**config.mk**
```make
export PLATFORM = sky130hd
export DESIGN_NAME = axistream_pattern_source_flat
export DESIGN_NICKNAME = d
export VERILOG_FILES = /design/src/rtl/axistream_pattern_source_if.sv /design/src/rtl/axistream_pattern_source.sv /design/src/flat_wrapper.sv
export SDC_FILE = /design/constraint.sdc
export NUM_CORES = 1
export LEC_CHECK = 0
export ABC_AREA = 1
export CAP_MARGIN = 20
export CORE_AREA = 2 2 95 97
export CTS_CLUSTER_SIZE = 40
export DETAILED_ROUTE_END_ITERATION = 10
export DIE_AREA = 0 0 97 99
export PLACE_DENSITY = 0.45
export SLEW_MARGIN = 0
export SYNTH_ARGS = -nofsm -noshare
export SYNTH_HDL_FRONTEND = slang
export SYNTH_SLANG_ARGS = --single-unit
```
**constraint.sdc**
```tcl
create_clock -name clk -period 1.4 [get_ports clk]
set_input_delay 0.28 -clock clk [delete_from_list [all_inputs] [get_ports clk]]
set_output_delay 0.28 -clock clk [all_outputs]
set_load 0.02 [all_outputs]
```
**src/rtl/axistream_pattern_source_if.sv**
```systemverilog
// Command and AXI-stream bus of the pattern source.
// The master side belongs to the pattern source and the slave side to its upstream/downstream user.
interface axistream_pattern_source_if #(
    parameter int unsigned DATA_WIDTH = 8,
    parameter int unsigned LEN_WIDTH  = 8
);
    logic                  cmd_valid;
    logic                  cmd_ready;
    logic [LEN_WIDTH-1:0]  cmd_len;
    logic [DATA_WIDTH-1:0] cmd_seed;
    logic                  dest_tvalid;
    logic                  dest_tready;
    logic [DATA_WIDTH-1:0] dest_tdata;
    logic                  dest_tlast;

    modport master (
        input  cmd_valid, cmd_len, cmd_seed, dest_tready,
        output cmd_ready, dest_tvalid, dest_tdata, dest_tlast
    );

    modport slave (
        output cmd_valid, cmd_len, cmd_seed, dest_tready,
        input  cmd_ready, dest_tvalid, dest_tdata, dest_tlast
    );
endinterface

```
**src/rtl/axistream_pattern_source.sv**
```systemverilog
// AXI-stream traffic source: each accepted command (len, seed) becomes one packet of
// incrementing data words, with tlast on the final beat and a done pulse afterwards.
module axistream_pattern_source #(
    parameter int unsigned DATA_WIDTH = 8,
    parameter int unsigned LEN_WIDTH  = 8,
    parameter int unsigned CNT_WIDTH  = 16
) (
    input  logic                 clk,
    input  logic                 rst,
    axistream_pattern_source_if.master bus,
    output logic                 busy,
    output logic                 done,
    output logic [CNT_WIDTH-1:0] pkt_count
);
    typedef enum logic {
        IDLE = 1'b0,
        SEND = 1'b1
    } state_t;

    state_t                r_state;
    logic [DATA_WIDTH-1:0] r_data;
    logic [LEN_WIDTH-1:0]  r_remaining;
    logic                  r_done;
    logic [CNT_WIDTH-1:0]  r_pkt_count;

    logic w_send;
    logic w_last;
    logic w_beat;

    assign w_send = (r_state == SEND);
    assign w_last = (r_remaining == LEN_WIDTH'(1));
    assign w_beat = w_send && bus.dest_tready;

    // Control, data and counters
    always_ff @(posedge clk) begin
        if (rst) begin
            r_state     <= IDLE;
            r_data      <= '0;
            r_remaining <= '0;
            r_done      <= 1'b0;
            r_pkt_count <= '0;
        end else begin
            r_done <= 1'b0;
            case (r_state)
                IDLE: begin
                    // A zero-length command is consumed here without producing a packet
                    if (bus.cmd_valid && (bus.cmd_len != '0)) begin
                        r_data      <= bus.cmd_seed;
                        r_remaining <= bus.cmd_len;
                        r_state     <= SEND;
                    end
                end
                SEND: begin
                    if (w_beat) begin
                        r_data      <= r_data + DATA_WIDTH'(1);
                        r_remaining <= r_remaining - LEN_WIDTH'(1);
                        if (w_last) begin
                            r_state     <= IDLE;
                            r_done      <= 1'b1;
                            r_pkt_count <= r_pkt_count + CNT_WIDTH'(1);
                        end
                    end
                end
                default: r_state <= IDLE;
            endcase
        end
    end

    // Handshake outputs come from registers only; rst masks them in its own cycle
    assign bus.cmd_ready   = !rst && !w_send;
    assign bus.dest_tvalid = !rst && w_send;
    assign bus.dest_tdata  = r_data;
    assign bus.dest_tlast  = !rst && w_send && w_last;

    assign busy      = w_send;
    assign done      = r_done;
    assign pkt_count = r_pkt_count;
endmodule

```
**src/flat_wrapper.sv**
```systemverilog
// flat-port wrapper written by rule: the top's interface ports become plain ports
module axistream_pattern_source_flat 
#(
    parameter int unsigned DATA_WIDTH = 8,
    parameter int unsigned LEN_WIDTH  = 8,
    parameter int unsigned CNT_WIDTH  = 16
)
  (clk, rst, busy, done, pkt_count, bus_cmd_valid, bus_cmd_len, bus_cmd_seed, bus_dest_tready, bus_cmd_ready, bus_dest_tvalid, bus_dest_tdata, bus_dest_tlast);
  axistream_pattern_source_if #(.DATA_WIDTH(DATA_WIDTH), .LEN_WIDTH(LEN_WIDTH)) bus_i ();
  input  logic clk;
  input  logic rst;
  output logic busy;
  output logic done;
  output logic [CNT_WIDTH-1:0] pkt_count;
  input wire logic [$bits(bus_i.cmd_valid)-1:0] bus_cmd_valid;
  input wire logic [$bits(bus_i.cmd_len)-1:0] bus_cmd_len;
  input wire logic [$bits(bus_i.cmd_seed)-1:0] bus_cmd_seed;
  input wire logic [$bits(bus_i.dest_tready)-1:0] bus_dest_tready;
  output wire logic [$bits(bus_i.cmd_ready)-1:0] bus_cmd_ready;
  output wire logic [$bits(bus_i.dest_tvalid)-1:0] bus_dest_tvalid;
  output wire logic [$bits(bus_i.dest_tdata)-1:0] bus_dest_tdata;
  output wire logic [$bits(bus_i.dest_tlast)-1:0] bus_dest_tlast;
  assign bus_i.cmd_valid = bus_cmd_valid;
  assign bus_i.cmd_len = bus_cmd_len;
  assign bus_i.cmd_seed = bus_cmd_seed;
  assign bus_i.dest_tready = bus_dest_tready;
  assign bus_cmd_ready = bus_i.cmd_ready;
  assign bus_dest_tvalid = bus_i.dest_tvalid;
  assign bus_dest_tdata = bus_i.dest_tdata;
  assign bus_dest_tlast = bus_i.dest_tlast;
  axistream_pattern_source #(.DATA_WIDTH(DATA_WIDTH), .LEN_WIDTH(LEN_WIDTH), .CNT_WIDTH(CNT_WIDTH)) u_core (.clk(clk), .rst(rst), .bus(bus_i), .busy(busy), .done(done), .pkt_count(pkt_count));
endmodule
```
# [Word-level counts from Yosys, hierarchy flattened]
# Index checks and enable logic that the tools add are counted.
[totals] reg_bits=34 in_bits=20 output_inout_bits=29
[op_classes] n_addsub=3 eq_ne=3 muxes=11 bitwise_logic=2 reduce_logical=11
[op_table] op="2-to-1 mux 8 bit" count=4
[op_table] op="case mux 8 bit (2 select lines)" count=2
[op_table] op="adder 16 x 1 -> 16 bit (second input constant)" count=1
[op_table] op="adder 8 x 1 -> 8 bit (second input constant)" count=1
[op_table] op="equality test 8 x 1 -> 1 bit (second input constant)" count=1
[op_table] op="nonzero test 8 bit" count=1
[op_table] op="subtractor 8 x 1 -> 8 bit (second input constant)" count=1
[op_table] op="logical AND 1 bit" count=5
[op_table] op="2-to-1 mux 1 bit" count=4
[op_table] op="AND reduction 3 bit" count=1
[op_table] op="OR reduction 3 bit" count=1
[op_table] op="zero test 1 bit" count=2
[op_table] op="inequality test 2 x 1 -> 1 bit (second input constant)" count=1
[op_table] op="inequality test 2 bit (second input constant)" count=1
[op_table] op="inverter 1 bit" count=2
[op_table] op="case mux 1 bit (2 select lines)" count=1
[op_table] op="AND reduction 2 bit" count=1

# [Longest topological paths before layout]
# Gate-level depths: netlist (run 1).
[depth] ltp_word=4 mapped_depth=10

# [Least setup slack after synthesis (run 1)]
# Ideal clock, no wire load.
[synth_timing] path_kind="register -> output" start="register u_core.r_state (netlist: u_core.busy)" end="output port bus_dest_tlast" t_arrival_ns=1.229 setup_slack_ns=-0.109 path_stages_with_launch=5 path_buffers=0 path_cell_list="dfxtp_1 inv_2 nor2_1 nand2_1 inv_1"
[synth_via] elab_chain_cells=2
[synth_rtl] item="from (decl)" line="axistream_pattern_source.sv:20" text="state_t r_state;"
[synth_rtl] item="from (signal assigned)" line="axistream_pattern_source.sv:37" text="r_state <= IDLE;"
[synth_rtl] item="from (signal assigned)" line="axistream_pattern_source.sv:50" text="r_state <= SEND;"
[synth_rtl] item="from (signal assigned)" line="axistream_pattern_source.sv:58" text="r_state <= IDLE;"
[synth_rtl] item="logical AND 1 bit"
[synth_rtl] item="net bus_dest_tvalid" line="flat_wrapper.sv:20" text="output wire logic [$bits(bus_i.dest_tvalid)-1:0] bus_dest_tvalid;"
[synth_rtl] item="logical AND 1 bit" line="axistream_pattern_source.sv:73" text="assign bus.dest_tlast = !rst && w_send && w_last;"
[synth_rtl] item="to (decl)" line="flat_wrapper.sv:22" text="output wire logic [$bits(bus_i.dest_tlast)-1:0] bus_dest_tlast;"
# The timed path passes the listed nets, and every way through them passes these cells.

# [Final worst setup path (run 1)]
[layout_timing] start="register u_core.r_remaining[4]" end="output port bus_dest_tlast"
[layout_via] elab_chain_cells=2
[layout_rtl] item="from (decl)" line="axistream_pattern_source.sv:22" text="logic [LEN_WIDTH-1:0] r_remaining;"
[layout_rtl] item="from (signal assigned)" line="axistream_pattern_source.sv:49" text="r_remaining <= bus.cmd_len;"
[layout_rtl] item="from (signal assigned)" line="axistream_pattern_source.sv:56" text="r_remaining <= r_remaining - LEN_WIDTH'(1);"
[layout_rtl] item="equality test 8 x 1 -> 1 bit" line="axistream_pattern_source.sv:31" text="assign w_last = (r_remaining == LEN_WIDTH'(1));"
[layout_rtl] item="logical AND 1 bit" line="axistream_pattern_source.sv:73"
# No other way between the ends.

==> flow_summary.toml, run 1 <==
[logic_synthesis]
synth.distinct_cells = 29
ys_seq_elements = 34
synth-xor-area-share_pct = 2.93
synth.area.mux_share_pct = 0
avgSynthCellArea_sq_um = 6.38
synth.net_count = 352
synth_compound_area_share_pct = 12.3
synth_area_sq_um = 2090
synthSimpleGateAreaFrac_pct = 41.3
synth_seq_area_share_pct = 32.5
synth_fa_ha_area_share_pct = 2.39
synth_top_family_by_area = "simple AND/OR/NAND/NOR gates"
ys_warn_count = 0
synth_cells = 328

[timing]
fin_skew_ns = 0.00893
period_minus_slack_ns = 1.54
rsz0062_at_grt = "true"
fin_crit_sh_pct = 110
max_slew_margin_pct = 84.7
hold_viol = 0
tightestPinTransition_ns = 0.229
final_max_slew_viol_count = 0
setup_viol = 8
hold_slack_ns = 0.399
max_freq_ghz = 0.650
final.setup.worst_slack_ns = -0.138

[worst_setup_path]
worstPathRequired_ns = 1.12
crit_family = "simple AND/OR/NAND/NOR gates"
worstSetupEndpointType = "output port"
cp-start-kind = "register"
cpMaxStageDelayCell = "dfxtp_2"
crit_chain = "nor2_4 > nand2_2 > nor3_2 > nand2_1 > inv_1 > buf_6"
crit_path_max_fanout = 2
cp.arrival_ns = 1.26
cp_num_buf_inv = 2
worstSetupPathType = "register to output port"
slowest_delay_ns = 0.34

[floorplan]
fp-row-count = 34
die_h_microns = 99
chipWidth_microns = 97
io_pins = 49
initial_core_util_pct = 24.5
core_sq_um = 8550
die-area_sq_um = 9600

[cells_and_area]
drive_gt1_share_pct = 34.4
fill_cells = 946
final_common_cell = "nand2_1"
final_core_util_pct = 40.7
final_nets = 462
n_antenna_cell = 0
final_cells = 547
syn_to_final_growth_pct = 66.3
mostFrequentLayoutCells = "71 x nand2_1, 55 x buf_4, 47 x nor2_1"

[min_path]
hold_class = "input pin to register"

[placed_design]
placed_cells = 534
dpl.hpwl_microns = 4630
place.gp.congestion = 0.826
io_buffers = 48

[power]
p_per_area_nw_per_um2 = 829
ir_drop_uv = 396
leakage_uw = 0.00156
finalPower_uw = 2880

[global_route]
grt_overflow = 0
grt_max_degree = 18
grt_pass1_wl_microns = 10400
grt_pass1_vias = 2322
antenna_found_initial = 0
grtUsageTotal_pct = 13.2

[cts]
htree_levels = 2
clock_latency_ns = 0.29
cts-root-buf = "clkbuf_8"
clock-sinks = 34
path_clk_slew_ns = 0.07
cts_tree = "built"
cts_buffers = 5
clk_path_buf_depth = 2

[routing]
drt_iter0_drc = 39
drc = 0
wl_microns = 6330
vias = 2361
dr.pass1.iters = 4
antenna_left = 0
viasPerCell = 4.32
route.detailed.wl_per_inst_microns = 11.6

[run_status]
outcome = "finished with violations"
violations = "negative setup slack"

[run]
maxCapViolCount = 0
==> report_power, final <==
group,internal [uW],switching (uW)
Clock,398,386
Combinational,493,518
Sequential,1030,53.3
==> logic make-up after synthesis <==
logic type	after synthesis
AND/OR/NAND/NOR	194
buffers and inverters	41
AO/OA/AOI/OAI	48
flip-flops	34
adder cells (fa/ha/maj)	4
XOR/XNOR	7
==> cell usage after synthesis <==
| master | number | share of area (%) |
|---|---|---|
| o21ai_0 | 26 | 6.2 |
| nand4_1 | 3 | 0.90 |
| nand3b_1 | 1 | 0.36 |
| nand3_4 | 1 | 0.84 |
| ha_1 | 4 | 2.4 |
| dfxtp_1 | 34 | 33 |
| buf_6 | 3 | 1.6 |
| or2_2 | 4 | 1.2 |
| xnor2_1 | 3 | 1.3 |
| nor2_2 | 2 | 0.60 |
| and3_1 | 1 | 0.30 |
| buf_2 | 1 | 0.24 |
| clkinv_2 | 1 | 0.24 |
| nand2_4 | 2 | 1.1 |
| inv_1 | 29 | 5.2 |
| inv_2 | 3 | 0.54 |
| nor3_1 | 3 | 0.72 |
| nor3b_2 | 1 | 0.60 |
| nor3b_1 | 1 | 0.36 |
| xor2_1 | 4 | 1.7 |
| o21bai_1 | 1 | 0.36 |
| clkbuf_1 | 4 | 0.72 |
| o21ai_1 | 2 | 0.48 |
| nand2_1 | 82 | 15 |
| o21bai_4 | 1 | 0.90 |
| nor2_4 | 3 | 1.6 |
| nand3_1 | 32 | 7.7 |
| nor2_1 | 58 | 10 |
| a21oi_1 | 18 | 4.3 |
==> area by class of cell <==
| cell class | count | area, sq um | share of cell area, % |
|---|---|---|---|
| Tap cell | 108 | 135 | 3.88 |
| Inverter | 33 | 133 | 3.81 |
| Timing Repair Buffer | 111 | 993 | 28.6 |
| Sequential cell | 34 | 694 | 20.0 |
| Multi-Input combinational cell | 253 | 1430 | 41.2 |
| Clock buffer | 7 | 86.3 | 2.48 |
| Clock inverter | 1 | 5.00 | 0.144 |
==> final timing paths <==
| kind | startpoint | to | slack [ns] | depth (start not counted) |
|---|---|---|---|---|
| worst max-delay path | u_core.r_remaining[4] | bus_dest_tlast | -0.14 | 6 |
| worst min-delay path | bus_cmd_len[4] | u_core.r_remaining[4] | 0.40 | 5 |
| worst max register to register | u_core.r_remaining[1] | u_core.pkt_count[2] | -0.08 | 10 |
| worst min register to register | u_core.pkt_count[3] | u_core.pkt_count[3] | 0.46 | 1 |
==> layer usage <==
metal | track usage, % | vias to the layer above | wire length (microns)
li1 | - | 1269 | -
met1 | 16.2 | 1036 | 2890
met2 | 23.9 | 52 | 3140
met3 | 2.84 | 4 | 220
met4 | 3.03 | 0 | 68
met5 | 0 | - | 0
==> state kept, by name (all words and copies together) (netlist names) <==
| signal | flops |
|---|---|
| u_core.pkt_count | 16 |
| u_core.busy | 1 |
| u_core.bus.dest_tdata | 8 |
| u_core.r_remaining | 8 |
| u_core.done | 1 |
==> metrics by stage <==
step,setup slack (ns),cell area (sq um),TNS (ns)
floorplan,0.00804,2090,0
global placement,-0.575,3140,-9.09
detailed placement,-0.577,3140,-9.42
CTS,-0.170,3280,-0.183
global route,-0.221,3480,-1.76
finish,-0.138,3480,-0.384
==> tightest hold or removal path, delay by kind of cell <==
kind / cells / cell delay (ns)
simple gates: 3 / 0.19
buf+inv: 1 / 0.10
compound gates: 1 / 0.08
==> repair_timing <==
item	CTS	global route
buffers inserted	3	5
gates cloned	0	0
pin swaps	10	29
resized for setup	65	77
hold buffers	0	0
setup endpoints to repair	54	33
Note: power is estimated with default switching activity, not from simulation.
==> run 2: changes to the inputs <==
--- a/config.mk
+++ b/config.mk
@@ -7,11 +7,11 @@
 export LEC_CHECK = 0
 export ABC_AREA = 1
 export CAP_MARGIN = 20
-export CORE_AREA = 2 2 95 97
+export CORE_AREA = 2 2 72 74
 export CTS_CLUSTER_SIZE = 40
 export DETAILED_ROUTE_END_ITERATION = 10
-export DIE_AREA = 0 0 97 99
-export PLACE_DENSITY = 0.45
+export DIE_AREA = 0 0 74 76
+export PLACE_DENSITY = 0.72
 export SLEW_MARGIN = 0
 export SYNTH_ARGS = -nofsm -noshare
 export SYNTH_HDL_FRONTEND = slang
==> constraint.sdc (replaced) <==
create_clock -name clk -period 1.4 [get_ports clk]
set_input_delay 0.28 -clock clk [delete_from_list [all_inputs] [get_ports clk]]
set_output_delay 0.28 -clock clk [all_outputs]
set_load 0.05 [all_outputs]
==> flow_summary.toml, run 2 (synthesized netlist as in run 1, its figures left out) <==
[timing]
setup_viol = 6
fin_skew_ns = 0.00585
hold_viol = 0
max_slew_margin_pct = 81.7
fin_crit_sh_pct = 118
period_minus_slack_ns = 1.65
rsz0062_at_grt = "true"
final.setup.worst_slack_ns = -0.250
tightestPinTransition_ns = 0.274
final_max_slew_viol_count = 0
max_freq_ghz = 0.606

[cells_and_area]
largest_reg_flops = 16
final_common_cell = "nand2_1"
mostFrequentLayoutCells = "79 x nand2_1, 49 x nor2_1, 39 x buf_4"
syn_to_final_growth_pct = 69.5
drive_gt1_share_pct = 35.1
final_core_util_pct = 72.2
n_antenna_cell = 0
final_nets = 443

[power]
seqPwrFrac_pct = 36.4
power.switching_uw = 1040
leakage_uw = 0.00150
ir_drop_uv = 746
combPwrFrac_pct = 35.5
power.internal_uw = 2040
finalPower_uw = 3080
switching_share_pct = 33.6
p_per_area_nw_per_um2 = 869
power_frac_clock_pct = 28.1

[routing]
dr.pass1.iters = 4
antenna_left = 0
vias = 2423
viasPerCell = 4.96
route.detailed.wl_per_inst_microns = 12.3
drc = 0
wl_microns = 6000
drt_iter0_drc = 122

[floorplan]
core_sq_um = 4910
initial_core_util_pct = 42.6
fp-row-count = 26
io_pins = 49
die-area_sq_um = 5620
chipWidth_microns = 74
die_h_microns = 76

[run_status]
violations = "negative setup slack"
outcome = "finished with violations"

[run]
maxCapViolCount = 0

[min_path]
hold_class = "input pin to register"

[global_route]
grt_pass1_wl_microns = 9640
antenna_found_initial = 0
grtUsageTotal_pct = 21.6
grt_max_degree = 19
grt_pass1_vias = 2297
grt_overflow = 0

[worst_setup_path]
regToRegSetupSlack_ns = -0.05
cp.arrival_ns = 1.37
crit_path_max_fanout = 3
worstSetupPathType = "register to output port"
worstSetupEndpointType = "output port"
worstPathRequired_ns = 1.12
cp-start-kind = "register"

[cts]
clk_path_buf_depth = 2
path_clk_slew_ns = 0.06
ctsHoldBuffers = 0
htree_levels = 2
cts-root-buf = "clkbuf_8"
clock-sinks = 34
clock_latency_ns = 0.29
cts_tree = "built"
cts_buffers = 5

[placed_design]
place.gp.congestion = 0.883
dpl.hpwl_microns = 4200
io_buffers = 48
-- run 2: cell count changes in the layout (fill, tap and decap cells not counted), moves of 4 or more --
cell | previous run | this run
dfxtp_1 | 23 | 14
buf_12 | 4 | 30
buf_6 | 6 | 2
buf_4 | 55 | 39
nand2_1 | 71 | 79
dlygate4sd2_1 | 26 | 1
dlymetal6s2s_1 | 2 | 8
nand2_2 | 8 | 3
o21ai_2 | 5 | 1
o21ai_0 | 10 | 16
clkdlybuf4s50_1 | 16 | 10
dfxtp_4 | 0 | 7
-- run 2: worst paths after layout --
path	from	cells after the start	endpoint
hold reg to reg	u_core.pkt_count[13]	2	u_core.pkt_count[13]
setup reg to reg	u_core.r_remaining[1]	8	u_core.pkt_count[10]
setup / recovery	u_core.r_remaining[1]	7	bus_dest_tlast
hold / removal	bus_cmd_len[3]	5	u_core.r_remaining[3]
-- run 2: cell type report --
type | count | area [sq um]
fill | 389 | 1370
multi-input combinational | 254 | 1360
timing repair buffer | 91 | 1140
sequential | 34 | 723
inverter | 33 | 133
clock buffer | 7 | 108
tap | 70 | 87.6
-- run 2: power by group through the flow --
stage          clock network [uW]  registers [uW]  logic [uW]
6_report                      865            1120        1090
5_1_grt                       902            1130        1180
4_1_cts                       875            1110         996
3_5_place_dp                    0            1130         941
3_3_place_gp                    0            1130         928
2_1_floorplan                   0            1220         429
-- run 2: stage by stage --
| step | cell area, sq um | setup TNS [ns] | hold slack [ns] | instances | worst slack [ns] |
|---|---|---|---|---|---|
| finish | 3550 | -0.388 | 0.376 | 489 | -0.250 |
| global route | 3550 | -1.31 | 0.423 | 489 | -0.283 |
| floorplan | 2140 | -0.120 | 0.392 | 328 | -0.120 |
| CTS | 3370 | -0.327 | 0.492 | 480 | -0.239 |
| global placement | 3200 | -5.07 | 0.469 | 470 | -0.232 |
| detailed placement | 3200 | -6.31 | 0.483 | 470 | -0.274 |
-- run 2: what timing repair did --
| action | 4_1_cts | 5_1_grt |
|---|---|---|
| setup buffers | 2 | 9 |
| pin swaps | 7 | 15 |
| resized for setup | 14 | 51 |
| cloned | 1 | 0 |
| endpoints found under the setup margin | 12 | 29 |
-- run 2: critical path, cell delays in order, from the launching register on --
cell and delay (ns):
dfxtp_2 0.32, inv_2 0.07, ha_4 0.12, inv_2 0.04, nor3_2 0.20, nand2_2 0.10, clkinvlp_4 0.09, buf_12 0.13
-- run 2: layer usage --
| metal | vias to the layer above | GRT usage (%) | share of wire (%) |
|---|---|---|---|
| li1 | 1234 | - | - |
| met1 | 1093 | 24.7 | 41 |
| met2 | 80 | 37.9 | 52 |
| met3 | 16 | 3.97 | 4.8 |
| met4 | 0 | 10.0 | 2.3 |
| met5 | - | 0 | 0 |
